<file path="config.mk">
export PLATFORM = sky130hd
export DESIGN_NAME = led_array_example_flat
export DESIGN_NICKNAME = d
export VERILOG_FILES = /design/src/rtl/led_array_example_pkg.sv /design/src/rtl/led_array_example_if.sv /design/src/rtl/led_array_example_tick_prescaler.sv /design/src/rtl/led_array_example.sv /design/src/flat_wrapper.sv
export SDC_FILE = /design/constraint.sdc
export NUM_CORES = 1
export LEC_CHECK = 0
export ABC_AREA = 1
export CAP_MARGIN = 0
export CORE_MARGIN = 2
export CORE_UTILIZATION = 50
export DETAILED_ROUTE_END_ITERATION = 12
export DONT_BUFFER_PORTS = 1
export SETUP_SLACK_MARGIN = 0.05
export SYNTH_ARGS = -nofsm -noshare
export SYNTH_HDL_FRONTEND = slang
export SYNTH_SLANG_ARGS = --single-unit
</file>
<file path="constraint.sdc">
create_clock -name clk -period 2.4 [get_ports clk]
set_clock_uncertainty 0.2 [all_clocks]
set_input_delay 0.48 -clock clk [delete_from_list [all_inputs] [get_ports clk]]
set_output_delay 0.48 -clock clk [all_outputs]
set_load 0.005 [all_outputs]
</file>
<file path="src/rtl/led_array_example_pkg.sv">
// Shared constants and types for the LED-array pattern source.
package led_array_example_pkg;

    localparam int unsigned LED_W       = 32;
    localparam int unsigned DEFAULT_DIV = 1000;

    typedef logic [LED_W-1:0] led_word_t;

    // A divide ratio of zero makes no sense for a prescaler; run it as divide-by-one.
    function automatic int unsigned eff_div(input int unsigned div);
        return (div == 0) ? 1 : div;
    endfunction

endpackage

</file>
<file path="src/rtl/led_array_example_if.sv">
// LED-array output bus: the pattern source drives it, the LED/display driver consumes it.
interface led_array_example_if
    import led_array_example_pkg::*;
#(
    parameter int unsigned WIDTH = LED_W
);
    logic [WIDTH-1:0] led_obj_ext_led_array_exp;

    modport master (output led_obj_ext_led_array_exp);
    modport slave  (input  led_obj_ext_led_array_exp);
endinterface

</file>
<file path="src/rtl/led_array_example_tick_prescaler.sv">
// Divides the clock by DIV and emits a registered one-cycle tick per period.
module tick_prescaler
    import led_array_example_pkg::*;
#(
    parameter int unsigned DIV = DEFAULT_DIV
) (
    input  logic clk,
    input  logic reset_n_sync,
    output logic tick
);
    localparam int unsigned DIV_EFF = eff_div(DIV);
    localparam int          PRE_W   = (DIV_EFF > 1) ? $clog2(DIV_EFF) : 1;
    localparam logic [PRE_W-1:0] LAST = PRE_W'(DIV_EFF - 1);

    // The edge on which the synchronised reset releases is already the first
    // counted prescaler edge, but the flops only see the release one edge
    // later. They therefore leave reset holding the state that edge would
    // have produced: phase one step in, or a pending tick for divide-by-one.
    localparam logic [PRE_W-1:0] PRE_START  = (DIV_EFF > 1) ? PRE_W'(1) : '0;
    localparam logic             TICK_START = (DIV_EFF == 1);

    logic [PRE_W-1:0] pre;

    // Free-running phase counter; wraps at DIV-1 and raises tick for one cycle.
    always_ff @(posedge clk or negedge reset_n_sync) begin
        if (!reset_n_sync) begin
            pre  <= PRE_START;
            tick <= TICK_START;
        end else if (pre == LAST) begin
            pre  <= '0;
            tick <= 1'b1;
        end else begin
            pre  <= pre + PRE_W'(1);
            tick <= 1'b0;
        end
    end

endmodule

</file>
<file path="src/rtl/led_array_example.sv">
// Self-running LED pattern source: a prescaled counter driven onto the LED bus.
module led_array_example
    import led_array_example_pkg::*;
#(
    parameter int unsigned       WIDTH = LED_W,
    parameter int unsigned       DIV   = DEFAULT_DIV,
    parameter logic [WIDTH-1:0]  STEP  = WIDTH'(1)
) (
    input  logic                clk,
    input  logic                reset,
    led_array_example_if.master led_if
);
    logic [1:0]       sync_q;
    logic             reset_n_sync;
    logic             tick;
    logic [WIDTH-1:0] cnt;

    // Reset synchroniser: asserts immediately, releases after two clock edges.
    always_ff @(posedge clk or negedge reset) begin
        if (!reset) begin
            sync_q <= 2'b00;
        end else begin
            sync_q <= {sync_q[0], 1'b1};
        end
    end

    assign reset_n_sync = sync_q[1];

    tick_prescaler #(
        .DIV (DIV)
    ) u_prescaler (
        .clk          (clk),
        .reset_n_sync (reset_n_sync),
        .tick         (tick)
    );

    // Count register: advances by STEP per tick, wrapping modulo 2^WIDTH.
    always_ff @(posedge clk or negedge reset_n_sync) begin
        if (!reset_n_sync) begin
            cnt <= '0;
        end else if (tick) begin
            cnt <= cnt + STEP;
        end
    end

    assign led_if.led_obj_ext_led_array_exp = cnt;

endmodule

</file>
<file path="src/flat_wrapper.sv">
// flat-port wrapper written by rule: the top's interface ports become plain ports
module led_array_example_flat import led_array_example_pkg::*;
#(
    parameter int unsigned       WIDTH = LED_W,
    parameter int unsigned       DIV   = DEFAULT_DIV,
    parameter logic [WIDTH-1:0]  STEP  = WIDTH'(1)
)
  (clk, reset, led_if_led_obj_ext_led_array_exp);
  led_array_example_if #(.WIDTH(WIDTH)) led_if_i ();
  input  logic clk;
  input  logic reset;
  output wire logic [$bits(led_if_i.led_obj_ext_led_array_exp)-1:0] led_if_led_obj_ext_led_array_exp;
  assign led_if_led_obj_ext_led_array_exp = led_if_i.led_obj_ext_led_array_exp;
  led_array_example #(.WIDTH(WIDTH), .DIV(DIV), .STEP(STEP)) u_core (.clk(clk), .reset(reset), .led_if(led_if_i));
endmodule
</file>
---- Word level (Yosys, flattened, before mapping) ----
Cells that the tools add are included.
Widths: inputs -> output; s select.
storage, ports and cells
  bits in registers ....................... 45
  latch bits .............................. 0
  RAM bits ................................ 0
  bits in read-only memories .............. 0
  input port bits ......................... 2
  output and inout bits ................... 32
  word-level logic and storage cells ...... 9
  memories kept ........................... 0
operators by class
  add/sub/neg operators ................... 2
  $mul .................................... 0
  div/mod/pow operators ................... 0
  $lt $le $gt $ge ......................... 0
  eq/ne operators ......................... 1
  shift operators ......................... 0
  muxes and demuxes ....................... 2
  bitwise gates (word level) .............. 0
  reductions and logical operators ........ 0
operators with widths
  kind                   number
  $add 32x1->32 const B  1
  $add 10x1->10 const B  1
  $eq 10x10->1 const B   1
  $mux 10                1
  $mux 1                 1

---- Longest topological paths before layout ----
  depth after elaboration ................. 2
  gate-level depth with buffers ........... 9
  gate-level depth less buffers ........... 9

---- By module ----
From an unflattened synthesis, not the netlist that was laid out.
second synthesis, totals
  cell total of the unflattened synthesis .. 281
  area total of the unflattened synthesis .. 2373.5 µm²
modules (own cells, without submodules)
  module             instances  cells each  area each (µm²)  sequential area each (µm²)
  led_array_example  1          213         1818.0           850.8
  tick_prescaler     1          68          555.5            276.5

---- Worst setup path before layout ----
Ideal clock, no wire load.
  path kind ............................... flip-flop to flip-flop
  start point ............................. reg u_core.cnt[0] (netlist: u_core.led_if.led_obj_ext_led_array_exp[0])
  end point ............................... reg u_core.cnt[26] (netlist: u_core.led_if.led_obj_ext_led_array_exp[26])
  setup time .............................. 0.113 ns
  arrival time ............................ 1.259 ns
  required time ........................... 2.087 ns
  setup slack ............................. 0.828 ns
  stages on the path, launching flop included .. 9
  path buffers ............................ 0
  clock period less this slack ............ 1.572 ns
  cells stage by stage .................... dfrtp_1 ha_1 nand2_4 nor2_8 nand3_4 nor2_4 nand3_1 nand2_1 inv_1
on the way
  cells in the longest elaborated chain, start to end .. 1
ends and longest elaborated chain
  item                    RTL line                 RTL
  from (decl)             led_array_example.sv:16  logic [WIDTH-1:0] cnt;
  from (signal assigned)  led_array_example.sv:42  cnt <= cnt + STEP;
  $add 32x1->32           led_array_example.sv:42
No other way between the ends.
A chain may end at the register's enable or synchronous reset.

---- Worst setup path in the final report ----
  start point ............................. reg u_core.cnt[0] (netlist: u_core.led_if.led_obj_ext_led_array_exp[0])
  end point ............................... reg u_core.cnt[28] (netlist: u_core.led_if.led_obj_ext_led_array_exp[28])
The elaborated chain is that of the path after synthesis.

==> metrics.log <==
[metrics] Iter 0 DRT Violations: 112
[metrics] clock sink total: 45
[metrics] switch share: 20.2%
[metrics] pin count of the biggest net entering global routing: 23
[metrics] number of buffers added on ports: 0
[metrics] IR Drop Worst-Case VDD: 445 uV
[metrics] sequential-to-total area share from yosys stat: 47.4%
[metrics] drt wl/cell: 12.7 um
[metrics] Syn Std Cell Area: 2380 um2
[metrics] number of I/O pins: 34
[metrics] cell types occupying the most area after synthesis: dfrtp_1, nand2_1, nor2_1, inv_1, xnor2_1
[metrics] num rows: 25
[metrics] Fill cells: 440
[metrics] antenna violations before repair: 0
[metrics] share of the synthesized area in the top cell type: 46.3%
[metrics] Post-Synthesis Cells: 292
[metrics] async set-reset flop share out of synthesis: 100%
[metrics] DP Wirelength: 3560 um
[metrics] Sequential Power Share: 59.8%
[metrics] Vias/cell: 5.01
[metrics] layout-stage area growth over the synthesis result: 7.74%
[metrics] first-pass GRT wire length: 7610 um
[metrics] clock period minus final worst setup slack: 1730 ps
[metrics] overall via count from detail_route: 1,778
[metrics] DRC errors left: 0
[metrics] count of antenna diodes in the layout: 0
[metrics] final antenna-violating net count: 0
[metrics] startpoint of the lowest-slack register-to-register path: u_core.led_if.led_obj_ext_led_array_exp[0]
[metrics] TritonCTS Buffers: 5
[metrics] clk root buf: clkbuf_8
[metrics] RSZ-0062 raised after global routing: false
[metrics] total routing usage reported by global routing: 18.7%
[metrics] CTS H-Tree Depth: 2
[metrics] pwr/cell area: 500 nW/um2
[metrics] terminus of the critical flop-to-flop path: u_core.led_if.led_obj_ext_led_array_exp[28]
[metrics] layout cells sized above 1: 11.3%
[metrics] number of synthesized flops with an enable pin: 0
[metrics] Post-CTS Repair Setup Buffers: 0
[metrics] Vert. Die Dim: 73.0 um
[metrics] source-to-sink clock delay at the later pin of the worst-skew pair: 290 ps
[metrics] area after detailed placement: 2450 um2
[metrics] largest fanout of any net on the critical path: 6
[metrics] Clk pin slew, worst setup/hold paths: 90 ps
[metrics] final hold vios: 0
[metrics] Initial DRT Pass Iterations: 4
[metrics] Critical Path End Type: flop
[metrics] total chip power: 1.28 mW
[metrics] result of the run: completed
[metrics] type of the worst min-delay path: flop to async pin
[metrics] Bufs on Longest Clock Path: 2
[metrics] Starting Density: 51.0%
[metrics] number of nets in the finished design: 304
[metrics] Total Die Area: 5320 um2
[metrics] Crit Path Category: flop to flop
[metrics] number of nets in the synthesized netlist: 296
[metrics] gr ovfl total: 0
[metrics] number of distinct library cells after synthesis: 27
[metrics] CTS tree: yes
[metrics] synthesis warning total: 0
[metrics] Crit path arrival time: 1720 ps
[metrics] final wirelength: 4500 um
[metrics] max capacitance violation total: 0
[metrics] final period utilization: 72.1%
[metrics] static leakage power: 1.26 nW
[metrics] final cell area excluding filler cells: 2560 um2
[metrics] fraction of power consumed by the clock network: 39.3%
[metrics] number of global-route vias before repair: 1,674
[metrics] maximum operating frequency: 578 MHz
[metrics] cell internal pwr: 1.02 mW
[metrics] required time of the critical path: 2390 ps
[metrics] Seq cells post-synth: 45
[metrics] worst hold slack: 21.4 ps
[metrics] Most used DFF post-synth: dfrtp_1
[metrics] Final GP Congestion: 0.776
[metrics] sw power: 0.258 mW
[metrics] Comb pwr share: 0.8%
[metrics] most frequently used cell type in the post-synthesis netlist: nand2_1
[metrics] number of cells on the worst reg-to-reg path: 8
[metrics] die extent in x: 73.0 um
[metrics] setup slack of the worst register-to-register path: 670 ps
[metrics] kind of launch point of the worst setup path: flop
[metrics] most frequent cells after synthesis: nand2_1, dfrtp_1, nor2_1
[metrics] total of endpoints with negative setup slack in the final report: 0
[metrics] average cell area after synthesis: 8.14 um2
[metrics] max-slew violations: 0
[metrics] post-synth top area cell: dfrtp_1
[metrics] Placeable Area: 4660 um2
[metrics] setup tns final: 0 ps
==> stage by stage <==
| step | utilization, % | setup slack, ps | std cells |
|---|---|---|---|
| finish | 55.0 | 670 | 355 |
| global route | 55.0 | 546 | 355 |
| CTS | 55.0 | 653 | 355 |
| detailed placement | 52.6 | 678 | 346 |
| global placement | 52.6 | 694 | 346 |
| floorplan | - | 828 | 292 |
==> area by class of cell <==
| class | count | area [um2] | share of cell area (%) |
|---|---|---|---|
| tap | 54 | 67.6 | 2.64 |
| clock buffer | 7 | 96.3 | 3.76 |
| timing repair buffer | 3 | 25.0 | 0.977 |
| inverter | 34 | 128 | 4.98 |
| sequential | 45 | 1130 | 44.1 |
| clock inverter | 1 | 5.00 | 0.195 |
| multi-input combinational | 211 | 1110 | 43.4 |
==> layout by cell type (no fill, tap or decap), drive strengths merged <==
master and count:
o21ai 3, and3 2, inv 34, o21bai 1, dlygate4sd3 1, dfrtp 44, nor2 52, clkinv 1
xnor2 11, nand3b 4, clkbuf 7, nand4 9, nand2 92, nor3 2, nand3 20, and2 2
ha 2, conb 1, xor2 8, a21oi 2, buf 2, dfstp 1
==> registers in the layout, summed over array words and instances, names as in the netlist <==
name,flops
u_core.led_if.led_obj_ext_led_array_exp,32
u_core.u_prescaler.pre,10
u_core.u_prescaler.tick,1
u_core.sync_q,2
==> worst max-delay path, stage by stage, from the launching register on <==
cell and delay (ps):
dfrtp_1 470, ha_1 230, nand2_4 80, nor2_8 150
nand3_4 130, nor2_4 160, nand3_1 90, nand2_1 80
inv_1 30
==> repair_timing <==
action,in CTS,in global routing
endpoints found under the hold margin,2,0
resized for setup,0,0
hold buffers,1,0
==> cells by family after synthesis <==
logic type               after synthesis  synth area share [%]
buffers and inverters                 36                  5.84
AND/OR/NAND/NOR                      183                  37.2
AO/OA/AOI/OAI                          6                  1.37
other                                  1                 0.158
adder cells (fa/ha/maj)                2                  1.05
XOR/XNOR                              19                  7.00
flip-flops                            45                  47.4
==> power by group through the flow <==
stage	Sequential [mW]	Clock [mW]	Combinational [mW]
2_1_floorplan	0.785	0	0.000136
3_3_place_gp	0.782	0	0.0100
3_5_place_dp	0.782	0	0.0100
4_1_cts	0.767	0.521	0.0116
5_1_grt	0.768	0.551	0.0132
6_report	0.766	0.504	0.0108
==> layer usage <==
layer | routed length, um | up-vias | GRT usage (%)
met1 | 2140 | 815 | 25.0
met4 | 57 | 0 | 5.56
met3 | 221 | 5 | 5.39
met2 | 2080 | 41 | 29.6
met5 | 0 | - | 0
li1 | - | 917 | -
==> worst max path at each step <==
stage | start | end
6_report | u_core.led_if.led_obj_ext_led_array_exp[0] | u_core.led_if.led_obj_ext_led_array_exp[28]
5_1_grt | u_core.led_if.led_obj_ext_led_array_exp[0] | u_core.led_if.led_obj_ext_led_array_exp[30]
4_1_cts | u_core.led_if.led_obj_ext_led_array_exp[0] | u_core.led_if.led_obj_ext_led_array_exp[28]
3_5_place_dp | u_core.led_if.led_obj_ext_led_array_exp[0] | u_core.led_if.led_obj_ext_led_array_exp[22]
3_3_place_gp | u_core.led_if.led_obj_ext_led_array_exp[0] | u_core.led_if.led_obj_ext_led_array_exp[28]
2_1_floorplan | u_core.led_if.led_obj_ext_led_array_exp[0] | u_core.led_if.led_obj_ext_led_array_exp[26]
Power figures use the tool's default switching activity.
